===== src/rtl/bin_to_bcd_4digits.sv =====
// Purpose : sequential 14-bit binary to 4-digit packed BCD converter using the
//           shift-and-add-3 (double-dabble) method, one input bit per clock.
//           Inputs above 9999 saturate to 16'h9999 and raise ovf.
// Ports   : clk, reset (sync, active-high), start/bin (request, sampled in IDLE),
//           bcd/ovf (held result), busy (conversion running), done (1-cycle pulse).
// Latency : 14 cycles from the accepted start edge to done; start in SHIFT is ignored.
module bin_to_bcd_4digits (
  input  logic        clk,
  input  logic        reset,
  input  logic        start,
  input  logic [13:0] bin,
  output logic [15:0] bcd,
  output logic        busy,
  output logic        done,
  output logic        ovf
);

  typedef enum logic {
    IDLE  = 1'b0,
    SHIFT = 1'b1
  } state_t;

  localparam logic [13:0] MAX_VAL = 14'd9999;
  localparam logic [15:0] SAT_BCD = 16'h9999;

  state_t      state;
  logic [13:0] bin_sr;       // remaining binary bits, MSB shifts out first
  logic [15:0] work;         // BCD accumulator
  logic [3:0]  cnt;          // iterations remaining after the current one
  logic        ovf_pending;

  logic [15:0] work_adj;     // accumulator after the add-3 correction
  logic [29:0] shifted;      // {work_adj, bin_sr} << 1

  // Add 3 to any digit that would reach 10 or more after doubling.
  function automatic logic [3:0] dabble(input logic [3:0] d);
    dabble = (d >= 4'd5) ? d + 4'd3 : d;
  endfunction

  always_comb begin
    work_adj = {dabble(work[15:12]), dabble(work[11:8]),
                dabble(work[7:4]),   dabble(work[3:0])};
    // Bit 29 of the concatenation falls off here; it can only be set for
    // out-of-range inputs, whose result is replaced by the saturation value.
    shifted  = {work_adj, bin_sr} << 1;
  end

  always_ff @(posedge clk) begin
    if (reset) begin
      state       <= IDLE;
      bin_sr      <= '0;
      work        <= '0;
      cnt         <= '0;
      ovf_pending <= 1'b0;
      bcd         <= '0;
      busy        <= 1'b0;
      done        <= 1'b0;
      ovf         <= 1'b0;
    end else begin
      done <= 1'b0;
      case (state)
        IDLE: begin
          if (start) begin
            bin_sr      <= bin;
            work        <= '0;
            cnt         <= 4'd13;
            ovf_pending <= (bin > MAX_VAL);
            busy        <= 1'b1;
            state       <= SHIFT;
          end
        end
        SHIFT: begin
          work   <= shifted[29:14];
          bin_sr <= shifted[13:0];
          cnt    <= cnt - 4'd1;
          if (cnt == 4'd0) begin
            bcd   <= ovf_pending ? SAT_BCD : shifted[29:14];
            ovf   <= ovf_pending;
            done  <= 1'b1;
            busy  <= 1'b0;
            state <= IDLE;
          end
        end
        default: state <= IDLE;
      endcase
    end
  end

endmodule

===== config.mk =====
export PLATFORM = sky130hd
export DESIGN_NAME = bin_to_bcd_4digits
export DESIGN_NICKNAME = d
export VERILOG_FILES = /design/src/rtl/bin_to_bcd_4digits.sv
export SDC_FILE = /design/constraint.sdc
export NUM_CORES = 1
export LEC_CHECK = 0
export BUFFER_PORTS_ARGS = -buffer_cell sky130_fd_sc_hd__buf_2
export CORE_ASPECT_RATIO = 0.9
export CORE_MARGIN = 4
export CORE_UTILIZATION = 60
export DETAILED_ROUTE_END_ITERATION = 8
export GPL_ROUTABILITY_DRIVEN = 1
export GPL_TIMING_DRIVEN = 0
export PLACE_DENSITY = 0.83
export RECOVER_POWER = 25
export SETUP_SLACK_MARGIN = 0.3
export SYNTH_ARGS = -nofsm -noshare
export SYNTH_HDL_FRONTEND = slang
export SYNTH_SLANG_ARGS = --single-unit

===== constraint.sdc =====
create_clock -name clk -period 3.8 [get_ports clk]
set_input_delay 0.19 -clock clk [delete_from_list [all_inputs] [get_ports clk]]
set_output_delay 0.19 -clock clk [all_outputs]
set_load 0.05 [all_outputs]

# Yosys cells after proc, flatten, opt, wreduce, memory -nomap -nowiden
# Cells that the tools add are included.
# op_classes
addsub	5
order_cmp	5
n_eq_ne	2
n_mux	18
n_bitwise	1
reduce_logical	5
# op_table
cell	count
2-to-1 mux 16 bit	2
case mux 16 bit (2 select lines)	1
case mux 14 bit (2 select lines)	1
greater-or-equal comparator 4 x 3 -> 1 bit, second input constant	4
2-to-1 mux 4 bit	4
> comparator 14 bit, second input constant	1
2-to-1 mux 14 bit	1
adder 4 x 2 -> 4 bit, second input constant	3
case mux 4 bit (2 select lines)	1
AND reduction 2 bit	3
2-to-1 mux 1 bit	5
zero test 4 bit	1
case mux 1 bit (2 select lines)	2
subtractor 4 x 1 -> 4 bit, second input constant	1
adder 3 x 2 -> 3 bit, second input constant	1
2-to-1 mux 3 bit	1
inequality test 2 x 1 -> 1 bit, second input constant	1
inequality test 2 bit, second input constant	1
OR reduction 2 bit	1
NOT 1 bit	1
# word_totals
ff_bits	55
output_inout_bits	19
elab_cells	45

# Longest topological paths before layout
# depth
ltp_word	3
depth_mapped	8
mapped_depth_nobuf	6

# Worst setup path before layout
# Ideal clock, no wire load.
# synth_timing
kind	register -> register
start	register cnt[0]
end	register bcd[13]
arrival_time_ns	1.562
setup_slack_ns	2.165
path_stages_with_launch	8
path_cell_list	dfxtp_1 inv_1 ha_1 nand2_1 or3_1 buf_2 or4_1 o211ai_2
# synth_via
elab_chain_len	2
# synth_lines
item	line_no	source
start: declaration	29	logic [3:0] cnt;
start signal: assignment	75	cnt <= cnt - 4'd1;
zero test 4 bit	76	if (cnt == 4'd0) begin
AND reduction 2 bit (no source line)	--	
end signal: assignment	77	bcd <= ovf_pending ? SAT_BCD : shifted[29:14];
end: declaration	12	output logic [15:0] bcd,
# No other way between the ends.
# A chain may end at the register's enable or synchronous reset.

# Worst setup path in the final report
# layout_timing
start	register cnt[0]
end	register ovf
# layout_via
elab_chain_len	2
# layout_lines
item	line_no	source
zero test 4 bit	76	
AND reduction 2 bit (no source line)	--	
end signal: assignment	78	ovf <= ovf_pending;
end: declaration	15	output logic ovf
# No other way between the ends.

==> reports/qor.yml <==
worst_setup_path:
  startpoint_type: "register"
  path_class: "register to register"
  cp_max_fo: 10
  worstPathArrival_ns: 2.11
  slowest_delay_ns: 0.46
  required_ns: 4.05
  crit_family: "buffers and inverters"
  critical_path.slowest_cell: "buf_1"
  cpMostUsedCell: "nand2_1"
  endpoint_kind: "register"
  cp.buffers_inverters: 3
  crit_chain: "inv_1 > ha_1 > nand2_1 > or3_1 > buf_2 > buf_1 > nand2_1 > a21oi_1"
power:
  leakagePower_nw: 1.03
  clock_power_share_pct: 28.3
  peakVddDrop_mv: 0.306
  p_seq_share_pct: 56.2
  p_per_area_nw_per_um2: 393
  p_sw_share_pct: 28.5
  combPwrFrac_pct: 15.5
  power_mw: 1.10
  p_int_uw: 785
  p_sw_uw: 314
floorplanning:
  die_x_um: 76.1
  die_h_um: 69.3
  coreArea_um2: 4050
  ios: 36
  start_util_pct: 61.9
  fp.dieArea_um2: 5270
  rows: 22
routing:
  ant_nets: 0
  drt-initial-drc-count: 162
  drc: 0
  avgRoutedWirePerCell_um: 14.5
  wl_um: 5550
  vias_per_cell: 5.84
  first_pass_iters: 4
  num_vias: 2238
synth:
  synth_edf_count: 0
  async_flop_share_pct: 0
  syn_area_per_cell_um2: 8.55
  ys.warnings.count: 0
  yosys.area.top_type: "dfxtp_1"
  syn_inst: 293
  netlist_area_um2: 2500
  synth_ff_type: "dfxtp_1"
  synth_area_leaders: "dfxtp_1 44%, nor2_1 6.7%, mux2i_1 5.6%, a21oi_1 5.4%, ha_1 4.5%"
  yosys.area.top_type_share_pct: 44.0
  synth_cell_types: 34
  ys_seq_area_share_pct: 44.0
  yosys_register_bits: 55
  synthesis.nets: 319
grt:
  overflow: 0
  grtUsageMet3_pct: 6.10
  use_met1_pct: 29.0
  antenna_found_initial: 0
  grt_use_total_pct: 21.7
  grt_pass1_vias: 2048
  busiest_layer: "met2"
  grt_use_met2_pct: 33.1
  grt_pass1_wl_um: 9400
  grt_max_degree: 16
timing:
  drv_slew: 0
  hold_viol: 0
  min_period_ns: 1.87
  fmax_mhz: 536
  tightest_slew_ns: 0.604
  setup_viol: 0
  fin_crit_sh_pct: 49.1
  clock_skew_ns: 0.00674
  setup_slack_ns: 1.93
  rsz0062_at_grt: "no"
  fin_setup_tns_ns: 0
  slew_headroom_pct: 59.9
clocking:
  cts_made_buffers: 5
  htreeDepth: 2
  ctsRootBufferMaster: "clkbuf_8"
  cts_sinks: 55
  cts_setup_buffers: 0
  clk_latency_ns: 0.31
  cts_tree: "yes"
  cts_hold_buffers: 0
  clk_pin_slew_worst_paths_ns: 0.09
  ctsResizeCount: 0
  clockBufferDepth: 2
finish:
  n_fill_cell: 334
  diodes: 0
  syn_to_final_growth_pct: 11.5
  layout.nets: 360
  fin_area_um2: 2790
  drive_gt1_share_pct: 9.85
  final_common_cell: "dfxtp_1"
  finalCoreUtilization_pct: 69.0
  layout_common_cells: "55 x dfxtp_1, 45 x nor2_1, 30 x clkbuf_1"
min_path:
  hp-class: "input port to register"
outcome:
  outcome: "finished clean"
placed_design:
  place_congestion: 0.813
  io_buffers: 34
  dpl_cell_area_um2: 2740
  place_ws_ns: 1.98
  hpwlAfterDp_um: 4010
flow_run:
  cap_viol_max_count: 0
-- worst paths after layout --
path / slack [ns] / startpoint / depth (start not counted) / end
worst min-delay path: 0.18 / bin[13] / 3 / ovf_pending
worst min register to register: 0.47 / ovf / 2 / ovf
worst max register to register: 1.93 / cnt[0] / 8 / ovf
worst max-delay path: 1.93 / cnt[0] / 8 / ovf
-- state kept, by name, summed over array words and instances (netlist names) --
signal       count
ovf_pending      1
bin_sr          14
busy             1
cnt              4
state            1
ovf              1
bcd             16
work            16
done             1
-- cell type report --
cell class | instances | area, um2 | area share (%)
Tap cell | 48 | 60.1 | 2.15
Timing Repair Buffer | 34 | 148 | 5.28
Multi-Input combinational cell | 202 | 1260 | 45.3
Inverter | 16 | 60.1 | 2.15
Clock buffer | 7 | 76.3 | 2.73
Buffer | 20 | 78.8 | 2.82
Clock inverter | 1 | 5.00 | 0.179
Sequential cell | 55 | 1100 | 39.4
-- per-stage QoR --
stage                     instances  hold WS (ns)
after floorplan                 293         0.362
after global placement          375         0.442
after detailed placement        375         0.450
after CTS                       383         0.176
after global routing            383         0.192
final                           383         0.182
-- worst min-delay path, delay by kind of cell --
family,cells,cell delay (ns)
AOI/OAI and AO/OA,1,0.08
and+or+nand+nor,1,0.08
buffers and inverters,1,0.10
-- metal layers --
layer,wire (um),share of wire [%],up-vias
met3,374,6.7,8
li1,-,-,1100
met5,0,0,-
met1,2480,45,1045
met4,90,1.6,0
met2,2600,47,85
-- synthesized netlist by cell type, types with 8 or more instances --
library cell / count
mux2i_1: 14
dfxtp_1: 55
ha_1: 9
nand3b_1: 8
nand2_1: 8
a21oi_1: 27
nor3_1: 22
nor2_1: 45
nand2b_1: 11
inv_1: 16
o32ai_1: 10
clkbuf_1: 10
-- power by group through the flow --
stage,Clock (mW),Combinational (mW),Sequential [mW]
global placement,0,0.169,0.630
global route,0.342,0.192,0.621
floorplan,0,0.0977,0.658
detailed placement,0,0.173,0.631
finish,0.311,0.171,0.618
CTS,0.318,0.173,0.618
-- cells by family after synthesis --
family | after synthesis | synth area share, %
AOI/OAI and AO/OA | 63 | 15.8
xor gates and xnor gates | 3 | 1.05
adders and majority gates | 9 | 4.50
buffers and inverters | 36 | 5.54
DFF | 55 | 44.0
muxes | 18 | 7.39
and+or+nand+nor | 109 | 21.7
Note: power is estimated with default switching activity, not from simulation.
